[src/rtl/piano_pkg.sv]
// Shared constants for the one-octave piano: key count, note pitches,
// divider arithmetic and the tone FSM state encoding.
package piano_pkg;

  localparam int NUM_KEYS = 12;

  // C6..B6 in Hz, indexed by semitone above C6
  localparam int NOTE_F [NUM_KEYS] = '{1047, 1109, 1175, 1245, 1319, 1397,
                                       1480, 1568, 1661, 1760, 1865, 1976};

  typedef enum logic [1:0] {IDLE, LOAD, PLAY} state_t;

  function automatic int half_period(input int clk_hz, input int f);
    return (clk_hz / 2) / f;
  endfunction

  function automatic logic [3:0] lowest_set(input logic [NUM_KEYS-1:0] v);
    logic [3:0] idx;
    idx = '0;
    for (int i = NUM_KEYS - 1; i >= 0; i--) begin
      if (v[i]) idx = 4'(i);
    end
    return idx;
  endfunction

endpackage

[src/rtl/key_debounce.sv]
// One key: two-flop synchroniser followed by a two-sample agreement filter
// that only advances on the shared sample tick.
module key_debounce (
  input  logic clk,
  input  logic reset,
  input  logic tick,
  input  logic key,
  output logic db
);

  logic sync1, sync2, sample;

  // db follows the key only once two consecutive tick samples agree
  always_ff @(posedge clk) begin
    if (!reset) begin
      sync1  <= 1'b0;
      sync2  <= 1'b0;
      sample <= 1'b0;
      db     <= 1'b0;
    end else begin
      sync1 <= key;
      sync2 <= sync1;
      if (tick) begin
        sample <= sync2;
        if (sync2 == sample) db <= sync2;
      end
    end
  end

endmodule

[src/rtl/note_scheduler.sv]
// Debounces the octave's keys, picks the last-pressed one and drives a
// single shared half-period divider producing the square-wave tone.
module note_scheduler
  import piano_pkg::*;
#(
  parameter int CLK_HZ          = 50_000_000,
  parameter int DEBOUNCE_CYCLES = 500_000
) (
  input  logic                clk,
  input  logic                reset,
  input  logic [NUM_KEYS-1:0] keys,
  output logic                ClkRedu,
  output logic                note_active,
  output logic [3:0]          note_idx
);

  localparam int TICK_W = $clog2(DEBOUNCE_CYCLES);

  logic [TICK_W-1:0]   tick_cnt;
  logic                tick;
  logic [NUM_KEYS-1:0] db, db_q, rise;
  logic                sel_valid, sel_valid_nxt;
  logic [3:0]          sel_idx, sel_idx_nxt;
  logic [14:0]         half_tab [NUM_KEYS];
  logic [14:0]         period, cnt;
  state_t              state;

  assign tick = (tick_cnt == TICK_W'(DEBOUNCE_CYCLES - 1));

  always_ff @(posedge clk) begin
    if (!reset)    tick_cnt <= '0;
    else if (tick) tick_cnt <= '0;
    else           tick_cnt <= tick_cnt + 1'b1;
  end

  for (genvar g = 0; g < NUM_KEYS; g++) begin : gen_key
    key_debounce u_debounce (
      .clk   (clk),
      .reset (reset),
      .tick  (tick),
      .key   (keys[g]),
      .db    (db[g])
    );
    assign half_tab[g] = 15'(half_period(CLK_HZ, NOTE_F[g]));
  end

  assign rise = db & ~db_q;

  // A fresh press always wins; losing the selected key falls back to the
  // lowest key still held, and other releases are ignored.
  always_comb begin
    sel_valid_nxt = sel_valid;
    sel_idx_nxt   = sel_idx;
    if (|rise) begin
      sel_valid_nxt = 1'b1;
      sel_idx_nxt   = lowest_set(rise);
    end else if (sel_valid && !db[sel_idx]) begin
      sel_valid_nxt = |db;
      if (|db) sel_idx_nxt = lowest_set(db);
    end
  end

  always_ff @(posedge clk) begin
    if (!reset) begin
      db_q      <= '0;
      sel_valid <= 1'b0;
      sel_idx   <= '0;
    end else begin
      db_q      <= db;
      sel_valid <= sel_valid_nxt;
      sel_idx   <= sel_idx_nxt;
    end
  end

  // A selection change outranks a terminal count, so the tone restarts low.
  always_ff @(posedge clk) begin
    if (!reset) begin
      state       <= IDLE;
      cnt         <= '0;
      period      <= '0;
      ClkRedu     <= 1'b0;
      note_active <= 1'b0;
      note_idx    <= '0;
    end else begin
      case (state)
        IDLE: begin
          cnt         <= '0;
          ClkRedu     <= 1'b0;
          note_active <= 1'b0;
          if (sel_valid) state <= LOAD;
        end
        LOAD: begin
          period      <= half_tab[sel_idx];
          cnt         <= '0;
          ClkRedu     <= 1'b0;
          note_idx    <= sel_idx;
          note_active <= 1'b1;
          state       <= PLAY;
        end
        PLAY: begin
          if (!sel_valid) begin
            state       <= IDLE;
            cnt         <= '0;
            ClkRedu     <= 1'b0;
            note_active <= 1'b0;
          end else if (sel_idx != note_idx) begin
            state   <= LOAD;
            cnt     <= '0;
            ClkRedu <= 1'b0;
          end else if (cnt == period - 15'd1) begin
            cnt     <= '0;
            ClkRedu <= ~ClkRedu;
          end else begin
            cnt <= cnt + 15'd1;
          end
        end
        default: state <= IDLE;
      endcase
    end
  end

endmodule

[config.mk]
export PLATFORM = sky130hd
export DESIGN_NAME = note_scheduler
export DESIGN_NICKNAME = d
export VERILOG_FILES = /design/src/rtl/piano_pkg.sv /design/src/rtl/key_debounce.sv /design/src/rtl/note_scheduler.sv
export SDC_FILE = /design/constraint.sdc
export NUM_CORES = 1
export LEC_CHECK = 0
export CAP_MARGIN = 20
export CORE_MARGIN = 2
export CORE_UTILIZATION = 50
export DETAILED_ROUTE_END_ITERATION = 10
export GPL_ROUTABILITY_DRIVEN = 1
export PLACE_DENSITY = 0.67
export RECOVER_POWER = 100
export SYNTH_ARGS = -nofsm -noshare
export SYNTH_HDL_FRONTEND = slang
export SYNTH_HIERARCHICAL = 1
export SYNTH_SLANG_ARGS = --single-unit
export TNS_END_PERCENT = 1
[constraint.sdc]
create_clock -name clk -period 7.35 [get_ports clk]
set_input_delay 0.735 -clock clk [delete_from_list [all_inputs] [get_ports clk]]
set_output_delay 0.735 -clock clk [all_outputs]
set_load 0.01 [all_outputs]
After elaboration in Yosys (flattened, before gate mapping) --
Memory sizes are Yosys's and may differ from the RTL's. A register that Yosys moved wholly into a read port is not among the register bits. Cells that the tools add are included.
Storage, ports and cells: bits in registers 107, memory bits (read-only) 240, input bits 14, output and inout port bits 6, word-level logic and storage cells 161, memories kept 1
Cells by class: $add $sub $neg 3, magnitude comparators 1, equal/unequal tests 21, mux-type cells 45, bitwise logic cells 5, reductions and logical operators 28
Memory list:
- (no name shown) | depth 16, bits a word 15, read ports 1, clocked after memory_dff 1, write ports 0, line note_scheduler.sv:93 | period <= half_tab[sel_idx];
Operator list (number):
- 2-to-1 mux 4 bit | 27
- 2-to-1 mux 15 bit | 3
- AND reduction 2 bit | 16
- case mux 15 bit (2 select lines) | 1
- OR reduction 12 bit | 2
- adder 19 x 1 -> 19 bit, second input constant | 1
- equality test 19 bit, second input constant | 1
- adder 15 x 1 -> 15 bit, second input constant | 1
- equality test 15 bit | 1
- subtractor 15 x 1 -> 15 bit, second input constant | 1
- bitwise AND 12 bit | 1
- equality test 1 bit | 12
- NOT 12 bit | 1
- 2-to-1 mux 1 bit | 7
- 2-to-1 mux 2 bit | 3
- case mux 2 bit (3 select lines) | 1
- nonzero test 2 bit | 3
- less-than comparator 4 x 5 -> 1 bit, second input constant | 1
- NOT 4 -> 5 bit | 1
- binary-select mux 1 bit (select 4 bit) | 1
- inequality test 2 bit, second input constant | 2
- inequality test 4 bit | 1
- inequality test 4 bit, second input constant | 1
- OR reduction 2 bit | 2
- other kinds (10) | 12

Logic depth before layout (Yosys ltp) --
Gate-level depths: netlist of the first run.
word-level depth 15, depth in mapped cells 10, depth with buffers taken out 9

Modules after synthesis --
The synthesis of the first run kept the hierarchy.
Modules (own cells, without submodules):
- note_scheduler | times used 1, cells an instance 505, area an instance 4052.6 µm², sequential area each 1481.4 µm²
- key_debounce | times used 12, cells an instance 12, area an instance 138.9 µm², sequential area each 80.1 µm²

Worst setup path before layout of the first run --
Ideal clock, no wire load.
path type register -> register, start reg tick_cnt[0], end reg tick_cnt[11], setup time 0.128 ns, arrival 5.199 ns, required time 7.222 ns, setup slack 2.023 ns, stages on the path, launching flop included 10, buffers on the path 2, period minus slack after synthesis 5.327 ns, cells stage by stage dfxtp_1 > ha_1 > nand3_1 > nor2_1 > nand3_1 > nor4_1 > nand2b_1 > clkbuf_1 > clkbuf_1 > nor2_1
On the way: longest elaborated chain between the ends 2, elaborated cells on any way between the ends 3, those cells by class add/sub (1); eq/ne (1); reduce/logical (1)
Ends and longest elaborated chain:
- start: declaration | line note_scheduler.sv:19 | logic [TICK_W-1:0] tick_cnt;
- start signal: assignment | line note_scheduler.sv:33 | else tick_cnt <= tick_cnt + 1'b1;
- equality test 19 bit | line note_scheduler.sv:28 | assign tick = (tick_cnt == TICK_W'(DEBOUNCE_CYCLES - 1));
- net tick | line note_scheduler.sv:20 | logic tick;
- OR reduction 2 bit (no line)
The timed path passes the listed nets, and every way through them passes these cells. A chain may end at the register's enable or synchronous reset.

Worst setup path after layout of the first run --
start reg tick_cnt[0], end reg tick_cnt[8]
The elaborated chain is that of the path after synthesis.

==> results of run 1 <==
-- cell type report --
cell class / count / area share
well taps: 143 / 0.0272
inverters: 17 / 0.00969
clock inverters: 14 / 0.0226
flip-flops and latches: 122 / 0.371
repair buffers: 22 / 0.0310
multi-input cells: 488 / 0.472
clock buffers: 18 / 0.0667
-- layer usage --
layer / share of wire / GRT usage
met2: 0.49 / 0.335
met5: 0 / 0
met4: 0.017 / 0.0900
met1: 0.46 / 0.247
met3: 0.030 / 0.0508
-- power groups by stage --
stage	Clock (uW)	Combinational [uW]	Sequential, uW
after floorplan	0	14.4	686
after global placement	0	25.6	686
after detailed placement	0	26.3	687
after CTS	826	26.5	672
after global routing	866	29.5	673
final	808	26.0	672
-- flip-flops by register name, summed over array words and instances (netlist names) --
register and flops:
ClkRedu 1, cnt 15, db_q 12, gen_key.u_debounce/db 12, gen_key.u_debounce/sample 12, gen_key.u_debounce/sync1 12, gen_key.u_debounce/sync2 12, note_active 1
note_idx 4, period 15, sel_idx 4, sel_valid 1, state 2, tick_cnt 19
-- Yosys cell counts (7+ instances only) --
library cell,number
clkbuf_1,17
ha_1,9
mux2i_1,15
a21boi_0,11
o21ai_0,24
a32o_1,12
xor2_1,20
and2_1,48
nand2_1,61
nor2_1,65
nor3_1,16
nand4_1,7
a21oi_1,20
xnor2_1,27
dfxtp_1,122
nand2b_1,26
a31oi_1,7
nor2b_1,20
nand3_1,16
a21o_1,13
inv_1,16
-- metrics by stage --
stage / worst slack (ps) / hold slack (ps) / total power, uW / cells / util
after global routing: 3450 / 455 / 1570 / 824 / 0.584
after CTS: 4630 / 436 / 1520 / 824 / 0.585
after floorplan: 2020 / 412 / 700 / 649 / -
after global placement: 4720 / 413 / 712 / 792 / 0.533
after detailed placement: 4640 / 420 / 713 / 792 / 0.533
final: 3780 / 431 / 1510 / 824 / 0.584
-- worst max-delay path, stage by stage, from the launching register on --
cell and delay (ps):
dfxtp_1 370, ha_1 200, nand3_1 120, nor2_1 210, nand3_1 100, nor4_1 270, clkbuf_1 1400, nand2b_1 640
nor2_1 110
-- final timing paths --
path                                                              from                                endpoint  depth (start not counted)
worst min register to register  gen_key[2].u_debounce/sync1$_SDFF_PN0_  gen_key[2].u_debounce/sync2$_SDFF_PN0_                          1
worst min-delay path            gen_key[2].u_debounce/sync1$_SDFF_PN0_  gen_key[2].u_debounce/sync2$_SDFF_PN0_                          1
worst max-delay path                            tick_cnt[0]$_SDFF_PP0_                  tick_cnt[8]$_SDFF_PP0_                          8
worst max register to register                  tick_cnt[0]$_SDFF_PP0_                  tick_cnt[8]$_SDFF_PP0_                          8
-- logic make-up (layout without fill, tap and decap cells) --
logic type               after synthesis  after routing  share of synthesized area
AND/OR/NAND/NOR                      289            289                      0.261
buffers and inverters                 39             71                     0.0289
AO/OA/AOI/OAI                        125            125                      0.154
XOR/XNOR                              47             47                     0.0720
adder cells (fa/ha/maj)                9              9                     0.0197
flip-flops                           122            122                      0.427
multiplexers                          18             18                     0.0381
==> results.md, run 1 <==
- The flow ran to the end, but the final reports show violations.
- The checks that failed: capacitance limit, slew limit.
- Detailed placement ended at an HPWL of 8000 um.
- Once detail routing completed, the nets flagged for antenna violations numbered 0.
- Each instance of the synthesized netlist takes up on average 8.81 um^2.
- The internal power consumption is 1190 uW.
- The remaining routing DRC violations is 0.
- Counting flops with an async set or reset pin after synthesis yields a share of 0.
- Buffers inserted during clock tree synthesis total 17.
- The maximum buffer depth of the clock tree is 2.
- The data arrival time of the critical path is 3840 ps.
- In this run the number of H-tree levels came out at 4.
- The max-slew violation count came to 38.
- In the routed layout, each cell is associated on average with a via count of 5.54.
- For this design, the sink count on the clock tree is 122.
- Entering global routing, the biggest net connects 115 pins.
- The share of final-layout standard cells stronger than drive strength 1 is 0.0690.
- The portion of the post-synthesis area used by sequential elements is 0.427.
- The post-synthesis net count is 672.
- The share of total power dissipated in sequential elements is 0.446.
- Yosys mapped a number of flops with a built-in enable equal to 0.
- The maximum achievable frequency is 280 MHz.
- The die width is 111 um.
- The overall die height is 111 um.
- The clock tree root driver cell is clkbuf_16.
- The biggest area contributor in the post-synthesis netlist is dfxtp_1.
- On the final layout, the worst clock skew is 22.8 ps.
- Leaving out fill and tap cells, the most frequent cell in the layout is dfxtp_1.
- Setup repair after global routing left no endpoint under its margin.
- The largest fanout on the critical path is 37.
- The final count of hold timing violations came to 0.
- The ratio of final minimum period to clock period is 0.486.
- The worst-case IR drop observed on VDD is 188 uV.
- The required time reported for the critical path endpoint is 7620 ps.
- The tightest slew margin relative to the limit is -0.278.
- The worst hold path belongs to the class flip-flop to flip-flop.
- Input and output buffers added on the ports amount to 19.
- The clock latency at the later pin of the worst-skew pair is 420 ps.
- The area growth from synthesis to layout is 15.1%.
- The fraction of post-synthesis cell area in the top cell type by area is 0.427.
- Once layout is done, the placed cells without fillers occupy 6590 um^2.
- Once placement finished, the instance area stood at 6010 um^2.
- The kind of end point of the critical path is a flip-flop.
- The cell count after synthesis came out at 649.
- Row generation in the floorplan step produced 39 rows.
- The prevailing post-synth register cell is dfxtp_1.
- Before antenna repair, the detailed router went through 4 iterations.
- 20 I/O pins were placed.
- The initial detailed-routing violation count is 248.
- The number of max-capacitance violations reported is 1.
- The count of cell types in the netlist is 61.
- The area of the core region is 11300 um^2.
- Of the total power, the clock network draws 0.536.
- The die covers 12300 um^2.
- The filler cells instantiated in the layout total 966.
- The routed layout has 4562 vias.
- The path type of the worst setup path is flip-flop to flip-flop.
- For the pin with the worst max-slew slack, the measured transition is 1920 ps.
- Wires add up to 11700 um.
- The count of hold-fix buffers inserted at cts is 0.
- After clock tree synthesis, the setup repair step added 0 buffers.
- The top cell types in the final layout, fill and taps aside, are dfxtp_1 (122), nor2_1 (65), nand2_1 (61), and2_1 (40), xnor2_1 (27).
- In this run the cell area of the synthesized design comes to 5720 um^2.
- The number of setup violations in the final report is 0.
- The power per cell area is 229 nW/um^2.
- The multi-input logic area is 3110 um^2.
- The final estimated routing congestion in global placement is 0.891.
- Sorting the synthesized cells by area gives the leading types as dfxtp_1 (43%), and2_1 (5.3%), nor2_1 (4.3%).
- The logic gate share of total power is 0.017.
- Clock-pin slew was measured on the worst setup and hold paths at 60 ps.
- The leakage power total is 0.00245 uW.
- Synthesis inferred 122 register bits.
- The startpoint type of the worst setup path is a flip-flop.
- In the global route stage, overall resource usage came out at 0.202.
- The power spent charging and discharging nets is 316 uW.
- At the end of the flow, the number of nets in the layout was 691.
- The count of inserted antenna diode cells is 0.
- TritonCTS built the clock tree.
- The number of antenna violations at the first check in global routing is 0.
- The final routed wire length divided by cell count is 14.2 um.
- Setup total negative slack on the finished layout was measured at 0 ps.
- The total overflow reported by the global router is 0.
- The worst path needs 3570 ps of the cycle, external delays included.
- The starting density of the core is 0.507.
- For this run, the number of Yosys warnings is 6.
- In the final layout, flip-flops and latches occupy 2440 um^2.
- The wire length of the first global-routing pass is 20400 um.
- In this run, post-CTS repair resized a total of 0 instances.
- Of the total power, the share spent switching nets is 0.210.
- The register-to-register path setup slack is 3780 ps.
- The via count of the first global-routing pass is 4428.
Power figures use the tool's default switching activity.
==> run 2: changes to the inputs <==
==> constraint.sdc (replaced) <==
create_clock -name clk -period 3.5 [get_ports clk]
set_input_delay 0.35 -clock clk [delete_from_list [all_inputs] [get_ports clk]]
set_output_delay 0.35 -clock clk [all_outputs]
set_load 0.01 [all_outputs]
==> results.md, run 2 (synthesized netlist as in run 1, its figures left out) <==
- The worst path needs 2710 ps of the cycle, external delays included.
- At the later pin of the worst-skew pair, clock insertion delay measures 420 ps.
- The total setup buffers inserted after CTS is 0.
- The area growth from synthesis to layout is 15.4%.
- The signal on the critical path passes through or4_4, or2_0, or3_1, a21oi_1, nand4_1, a21boi_2, nor2_1.
- The detail route stage leaves a number of antenna-violating nets equal to 0.
- The die width is 111 um.
- The total overflow reported by the global router is 0.
- The floorplan has 39 rows.
- The clock tree root driver cell is clkbuf_16.
- The setup total negative slack is 0 ps.
- The maximum achievable frequency is 369 MHz.
- For the worst setup path, the data arrival time is 2990 ps.
- The count of pins on the block boundary is 20.
- The count of inserted antenna diode cells is 0.
- The flip-flop count of the largest register, all copies and words added is 19.
- The worst setup path is launched from a flip-flop.
- The register-to-register path setup slack is 790 ps.
- The number of cells upsized or downsized after cts is 0.
- The H-tree was split into 4 levels.
- After the flow finishes, the layout carries non-filler instances totaling 825.
- The slowest stage cell on the critical path is or4_4.
- The sink count of the clock tree is 122.
- For this block, the via count after detailed routing is 4508.
- The number of setup violations in the final report is 0.
- The maximum buffer depth of the clock tree is 2.
- The path class of the tightest hold or removal check is flip-flop to flip-flop.
- At the end of routability-driven placement, the weighted congestion stood at 0.929.
- The number of antenna violations at the first check in global routing is 0.
- The largest single stage delay on the critical path is 590 ps.
- The total number of nets in the final design is 692.
- The power per cell area is 486 nW/um^2.
- From bottom edge to top edge, the die measures 111 um.
- The floorplan step defined a die boundary enclosing 12300 um^2.
- The initial detailed-routing violation count is 198.
- Counting instances, the worst hold path has a depth of 1.
- Headroom to the max-slew limit came out at 0.139.
- The number of cells on the worst reg-to-reg path is 7.
- The first global-routing pass estimated 19500 um of wire.
- Counting buffers and inverters, the worst setup path is 7 cells deep.
- The first detailed-routing pass ran for 4 iterations.
- The maximum vdd drop is 310 uV.
- The core region is 11300 um^2.
- The largest fanout on the critical path is 12.
- For this design the static power due to leakage is 0.00247 uW.
- The total routing usage reported by global routing is 0.195.
- The via count of the first global-routing pass was 4345.
- Entering global routing, the biggest net connects 88 pins.
- The final wirelength is 11200 um.
- The average vias per placed instance is 5.46.
- The required time reported for the critical path endpoint is 3780 ps.
- The final routed wire length divided by cell count is 13.5 um.
- Across the run, the number of max-cap violations was 0.
- For this run, design rule violations remaining after detail routing come to 0.
- The clock-pin slew on the worst setup and hold paths is 50 ps.
- The register with the most flip-flops in the final layout is tick_cnt.
- In the layout the commonest cells are dfxtp_1 (122), nor2_1 (65), nand2_1 (61), and2_1 (40), xnor2_1 (27).
- The most common library cell in the layout ignoring fill and taps is dfxtp_1.
- The worst path buffer plus inverter count is 0.
- Setup repair after global routing left no endpoint under its margin.
- The ratio of final minimum period to clock period is 0.775.
- The top cell family by delay on the critical path is simple AND/OR/NAND/NOR gates.
- In the final layout, the share of cells above drive strength 1 is 0.0660.
- The count of hold-fix buffers inserted at cts is 0.
- The number of buffers created by CTS is 17.
- TritonCTS built the clock tree.
- The largest registers in the layout are tick_cnt: 19 flops, cnt: 15 flops, period: 15 flops.
- Clock skew on the completed layout was measured at 12.0 ps.
- The flow ran to the end, and the final reports show no timing, DRC or antenna violations.
- The estimated wirelength of the detail-placed design is 7660 um.
- The final count of hold timing violations is 0.
- For this configuration, the core starts out at a cell density of 0.507.
- The path type of the worst setup path is flip-flop to flip-flop.
- The max-slew violation count was 0.
- The worst-margin pin slew is 1290 ps.
- The number of instances in the placed design is 793.
- The total of buffers placed on input and output ports is 19.
- The kind of end point of the critical path is a flip-flop.
[run 2: cell types whose count changed in the layout (fill, tap and decap cells not counted), sizes merged]
| cell | delta |
|---|---|
| buf | -1 |
| clkbuf | +10 |
| clkinv | -3 |
| clkinvlp | -4 |
| inv | -1 |
[run 2: final timing paths]
check                                         start                                endpoint
max                          period[3]$_SDFFE_PN0P_                     cnt[7]$_SDFFE_PN0P_
min          gen_key[5].u_debounce/sync1$_SDFF_PN0_  gen_key[5].u_debounce/sync2$_SDFF_PN0_
max reg2reg                  period[3]$_SDFFE_PN0P_                     cnt[7]$_SDFFE_PN0P_
min reg2reg  gen_key[5].u_debounce/sync1$_SDFF_PN0_  gen_key[5].u_debounce/sync2$_SDFF_PN0_
[run 2: power by group]
part | leakage, uW | switching, uW | internal (uW)
combinational | 0.00118 | 27.9 | 27.5
clock | 0.000300 | 586 | 1160
sequential | 0.000988 | 6.14 | 1410
[run 2: stage by stage]
| step | total power [uW] | utilization | hold slack [ps] | area [um^2] | setup WS (ps) |
|---|---|---|---|---|---|
| global route | 3320 | 0.586 | 438 | 6600 | 507 |
| detailed placement | 1500 | 0.535 | 417 | 6030 | 805 |
| global placement | 1500 | 0.535 | 414 | 6030 | 916 |
| floorplan | 1470 | - | 412 | 5730 | 400 |
| finish | 3210 | 0.586 | 424 | 6600 | 786 |
| CTS | 3250 | 0.588 | 369 | 6630 | 796 |
[run 2: layout make-up]
type                    instances  area [um^2]
flip-flops and latches        122         2440
clock buffers                  26          519
repair buffers                 23          209
clock inverters                 6         83.8
fillers                       991         4670
multi-input cells             488         3110
well taps                     143          179
inverters                      17         63.8
[run 2: metal layers]
layer / GRT usage / up-vias / share of wire
li1: - / 2307 / -
met1: 0.234 / 2097 / 0.47
met2: 0.316 / 83 / 0.48
met4: 0.0825 / 0 / 0.020
met5: 0 / - / 0
met3: 0.0700 / 21 / 0.037
[run 2: worst register-to-register path: cells and delay by family, from the launching register on]
kind             cells  cell delay [ps]
AND/OR/NAND/NOR      5             1540
AO/OA/AOI/OAI        2              680
flip-flops           1              360
